[src/rtl/word_scrambler.sv]
// Letter engine: fetches a target word from ROM, scrambles a copy with
// LFSR-driven swaps, then lets the player swap letters back into place.
module word_scrambler #(
  parameter int         SCRAM_SWAPS = 8,
  parameter int         MAX_ROUNDS  = 3,
  parameter logic [7:0] LFSR_SEED   = 8'hA5
) (
  input  logic        clk,
  input  logic        rst,
  input  logic        scram_pls,
  input  logic        flip_pls,
  input  logic [2:0]  lett_num,
  input  logic [2:0]  ind1,
  input  logic [2:0]  ind2,
  output logic [5:0]  rom_addr,
  input  logic [29:0] rom_data,
  output logic [29:0] cur_word,
  output logic        busy,
  output logic        is_correct
);

  typedef enum logic [2:0] {
    IDLE,
    FETCH,
    LOAD,
    SCRAM,
    CHECK,
    READY
  } state_t;

  state_t      state;
  logic [7:0]  lfsr;
  logic [2:0]  len;
  logic [29:0] target;
  logic [3:0]  swaps;
  logic [3:0]  rounds;

  logic        lfsrFb;
  logic        lastSwap;
  logic        again;
  logic        flipOk;
  logic        match;
  logic [2:0]  swA;
  logic [2:0]  swB;
  logic [1:0]  lenOff;

  function automatic logic [2:0] reduce(
    input logic [2:0] r,
    input logic [2:0] n
  );
    return (r >= n) ? r - n : r;
  endfunction

  function automatic logic [29:0] swapLet(
    input logic [29:0] w,
    input logic [2:0]  a,
    input logic [2:0]  b
  );
    logic [29:0] s;
    s = w;
    s[5*int'(a) +: 5] = w[5*int'(b) +: 5];
    s[5*int'(b) +: 5] = w[5*int'(a) +: 5];
    return s;
  endfunction

  assign lfsrFb   = lfsr[7] ^ lfsr[5]
                  ^ lfsr[4] ^ lfsr[3];
  assign swA      = reduce(lfsr[2:0], len);
  assign swB      = reduce(lfsr[5:3], len);
  assign lenOff   = 2'(len - 3'd4);
  assign match    = (cur_word == target);
  assign lastSwap = (swaps == 4'(SCRAM_SWAPS - 1));
  assign again    = match
                  && (int'(rounds) + 1 < MAX_ROUNDS);
  // flips touch only live letters and need two distinct slots
  assign flipOk   = flip_pls
                  && (ind1 < len)
                  && (ind2 < len)
                  && (ind1 != ind2);

  always_ff @(posedge clk) begin
    if (!rst) begin
      state      <= IDLE;
      lfsr       <= LFSR_SEED;
      len        <= 3'd4;
      rom_addr   <= '0;
      cur_word   <= '0;
      target     <= '0;
      swaps      <= '0;
      rounds     <= '0;
      busy       <= 1'b0;
      is_correct <= 1'b0;
    end else begin
      lfsr <= {lfsr[6:0], lfsrFb};
      if (scram_pls) begin
        len <= (lett_num >= 3'd4 && lett_num <= 3'd6)
             ? lett_num : 3'd4;
        state      <= FETCH;
        busy       <= 1'b1;
        is_correct <= 1'b0;
      end else begin
        unique case (state)
          IDLE: begin
            busy       <= 1'b0;
            is_correct <= 1'b0;
          end
          FETCH: begin
            rom_addr <= {lenOff, lfsr[3:0]};
            rounds   <= '0;
            state    <= LOAD;
          end
          LOAD: begin
            target   <= rom_data;
            cur_word <= rom_data;
            swaps    <= '0;
            state    <= SCRAM;
          end
          SCRAM: begin
            cur_word <= swapLet(cur_word, swA, swB);
            swaps    <= swaps + 4'd1;
            if (lastSwap) state <= CHECK;
          end
          CHECK: begin
            // a round that left the word intact is retried
            if (again) begin
              rounds <= rounds + 4'd1;
              swaps  <= '0;
              state  <= SCRAM;
            end else begin
              state      <= READY;
              busy       <= 1'b0;
              is_correct <= match;
            end
          end
          READY: begin
            is_correct <= match;
            if (flipOk)
              cur_word <= swapLet(cur_word, ind1, ind2);
          end
          default: begin
            state      <= IDLE;
            busy       <= 1'b0;
            is_correct <= 1'b0;
          end
        endcase
      end
    end
  end

endmodule

[config.mk]
export PLATFORM = sky130hd
export DESIGN_NAME = word_scrambler
export DESIGN_NICKNAME = d
export VERILOG_FILES = /design/src/rtl/word_scrambler.sv
export SDC_FILE = /design/constraint.sdc
export NUM_CORES = 1
export LEC_CHECK = 0
export ABC_AREA = 1
export BUFFER_PORTS_ARGS = -buffer_cell sky130_fd_sc_hd__buf_2
export CAP_MARGIN = 20
export CORE_ASPECT_RATIO = 1.75
export CORE_MARGIN = 2
export CORE_UTILIZATION = 60
export CTS_CLUSTER_SIZE = 40
export DETAILED_ROUTE_END_ITERATION = 7
export GPL_TIMING_DRIVEN = 0
export PLACE_DENSITY = 0.78
export SYNTH_ARGS = -nofsm -noshare
export SYNTH_HDL_FRONTEND = slang
export SYNTH_SLANG_ARGS = --single-unit
[constraint.sdc]
create_clock -name clk -period 3.7 [get_ports clk]
set_input_delay 1.11 -clock clk [delete_from_list [all_inputs] [get_ports clk]]
set_output_delay 1.11 -clock clk [all_outputs]
set_load 0.02 [all_outputs]
==> qor.yml <==
outcome:
  status: "complete, no violations"
synth:
  synthMuxAreaShare_pct: 0
  synth_top_area_share_pct: 24.3
  synth_top_family_by_area: "compound AO/OA/AOI/OAI gates"
  yosysSeqAreaShare_pct: 24.3
  syn_avg_cell_area_um2: 6.19
  yosysMostFrequentCell: "nand2_1"
  synth.top_cells.by_count: "nand2_1 (213), a21oi_1 (168), o21ai_0 (143), inv_1 (131), nand3_1 (117)"
  synth-simple-area-share_pct: 28.1
  yosysWarningCount: 0
  synth_compound_area_share_pct: 28.7
  synth_xor_area_share_pct: 4.13
  syn_area_mm2: 0.00742
  synth-adder-area-share_pct: 4.42
  synth_edf_count: 0
  synth_cell_types: 44
  syn-num-nets: 1268
  async_flop_share_pct: 0
  synth_flop_cell: "dfxtp_1"
  synthCells: 1200
  synthTopCellsByArea: "dfxtp_1 (24%), a21oi_1 (11%), nand2_1 (11%)"
  synth_top_area_cell: "dfxtp_1"
  ys_seq_elements: 90
sta:
  setup_viol: 0
  fin_crit_sh_pct: 97.4
  finalClockSkew_ns: 0.0152
  maxSlewViolCount: 0
  hold_viol: 0
  worst_pin_slew_ns: 1.01
  max_freq_mhz: 277
  relSlewSlack_pct: 32.5
  hold-worst-slack_ns: 0.425
  rsz0062_at_grt: "false"
  period_needed_ns: 3.61
pwr:
  p_leak_uw: 0.00393
  power_density_mw_per_mm2: 373
  ir_worst_vdd_mv: 0.355
clock_tree:
  cts_buffers: 9
  cts-root-buf: "clkbuf_16"
  cts_tree: "done"
  clock_sinks: 90
  path_clk_slew_ns: 0.07
  cts_buffer_depth: 2
  cts.htree.levels: 3
  clk_latency_ns: 0.35
  cts_hold_buf: 0
global_routing:
  grt_util_all_layers_pct: 49.7
  grt_max_degree: 17
  grt_pass1_vias: 8743
  grt.overflow.total: 0
  antenna_found_initial: 1
  grt_pass1_wl_um: 48800
critical_path:
  timing.rr.end: "cur_word[29]$_SDFFE_PN0P_"
  cp-start-kind: "input pin"
  worstPathRequired_ns: 3.91
  rr_startpoint: "len[1]$_SDFFE_PN0P_"
  critPathArrivalTime_ns: 3.82
  endpoint: "cur_word[22]$_SDFFE_PN0P_"
  worstSetupStartpoint: "ind2[0]"
  crit_path_end_kind: "flop"
  worstSetupPathType: "input pin to flop"
  r2r_cells: 20
  r2r_slack_ns: 0.20
  path_max_fanout: 7
cells_and_area:
  layout.nets: 1358
  layout-drive-gt1-share_pct: 11.4
  syn_to_final_growth_pct: 12.4
  final_core_util_pct: 69.1
  final_area_mm2: 0.00834
routing:
  antenna_left: 0
  wire_per_inst_um: 22.3
  drtPass1Iterations: 5
  drc: 0
  drt-vias-per-instance: 6.45
  via_count: 9423
  wl_um: 32600
  drt-initial-drc-count: 1118
placed_design:
  postPlaceCellArea_mm2: 0.00803
  gp_congestion: 1.06
  dp_hpwl_um: 24500
  io_buffers: 79
floorplanning:
  rows: 53
  die_h_um: 151
  initial_utilization_pct: 61.5
  design.core.area_mm2: 0.0121
  ios: 81
  die_area_mm2: 0.0133
  die_w_um: 88.1
flow_run:
  cap_viol_max_count: 0
hold_path:
  hp-class: "flop to flop"
-- worst min path at each step --
stage / from / end / slack, ns / cells past startpoint
after floorplan: lfsr[6]$_SDFF_PN0_ / lfsr[7]$_SDFF_PN1_ / 0.39 / 1
after global placement: lfsr[6]$_SDFF_PN0_ / lfsr[7]$_SDFF_PN1_ / 0.41 / 1
after detailed placement: lfsr[6]$_SDFF_PN0_ / lfsr[7]$_SDFF_PN1_ / 0.41 / 1
after CTS: lfsr[6]$_SDFF_PN0_ / lfsr[7]$_SDFF_PN1_ / 0.43 / 1
after global routing: lfsr[6]$_SDFF_PN0_ / lfsr[7]$_SDFF_PN1_ / 0.45 / 1
final: lfsr[6]$_SDFF_PN0_ / lfsr[7]$_SDFF_PN1_ / 0.42 / 1
-- sequential cells by signal, indices dropped and copies added (netlist names) --
name	cells
cur_word	30
target	30
lfsr	8
rom_addr	6
rounds	4
swaps	4
len	3
state	3
busy	1
is_correct	1
-- cell usage in the layout, fill, tap and decap left out, types with 4 or more instances in the layout --
cell | Yosys | layout
a21oi_1 | 168 | 168
a31oi_1 | 6 | 6
buf_2 | 12 | 91
clkbuf_1 | 35 | 35
clkbuf_16 | 0 | 9
clkinv_1 | 6 | 5
dfxtp_1 | 90 | 90
ha_1 | 23 | 23
inv_1 | 131 | 131
inv_2 | 6 | 6
nand2_1 | 213 | 213
nand2_2 | 9 | 9
nand2_4 | 4 | 4
nand3_1 | 117 | 116
nand4_1 | 19 | 19
nor2_1 | 81 | 81
nor2_4 | 4 | 4
o211ai_1 | 44 | 44
o21ai_0 | 143 | 143
o21ai_1 | 13 | 13
or2_2 | 4 | 4
xnor2_1 | 9 | 9
xor2_1 | 26 | 26
-- critical path: stages --
cell and delay [ns]:
buf_2 0.11, buf_2 0.17, inv_1 0.12, ha_1 0.29
buf_1 0.45, inv_1 0.29, nand4_1 0.28, inv_1 0.14
a21oi_1 0.14, nand2_1 0.06, a221oi_1 0.51, a21oi_1 0.14
-- stage by stage --
step / power (µW) / setup TNS (ns) / worst slack (ns) / instances
5_1_grt: 3220 / 0 / 0.0176 / 1460
3_5_place_dp: 2090 / -0.315 / -0.0751 / 1444
4_1_cts: 3030 / 0 / 0.263 / 1460
3_3_place_gp: 2080 / -0.517 / -0.132 / 1444
6_report: 3110 / 0 / 0.0949 / 1461
2_1_floorplan: 1760 / 0 / 0.760 / 1200
-- layer usage --
| metal | vias to the layer above | global-route usage, % | share of wire (%) |
|---|---|---|---|
| met5 | - | 0 | 0 |
| met1 | 4184 | 53.4 | 33 |
| met4 | 0 | 43.4 | 12 |
| li1 | 4261 | - | - |
| met2 | 702 | 77.2 | 44 |
| met3 | 276 | 15.6 | 12 |
-- repair_timing --
action                     4_1_cts  5_1_grt
gates resized for setup          0        4
setup endpoints to repair        0        5
buffers inserted                 0        0
-- where the power goes --
part           total [µW]  switching (µW)  internal [µW]
clock network         963             430            533
registers            1050            48.7           1000
logic                1100             797            300
-- final cells by class --
class / instances / area (µm²)
Antenna cell: 1 / 2.50
Tap cell: 165 / 206
Fill cell: 1122 / 3730
Multi-Input combinational cell: 913 / 4850
Buffer: 53 / 231
Clock inverter: 6 / 73.8
Inverter: 144 / 547
Sequential cell: 90 / 1800
Clock buffer: 10 / 229
Timing Repair Buffer: 79 / 395
-- logic make-up (layout without fill, tap and decap cells) --
group | count (synthesis) | in the layout
DFF | 90 | 90
and+or+nand+nor | 464 | 464
buffers and inverters | 197 | 292
adders and majority gates | 25 | 25
xor gates and xnor gates | 35 | 35
AOI/OAI and AO/OA | 389 | 389
other | 0 | 1
Note: power is estimated with default switching activity, not from simulation.
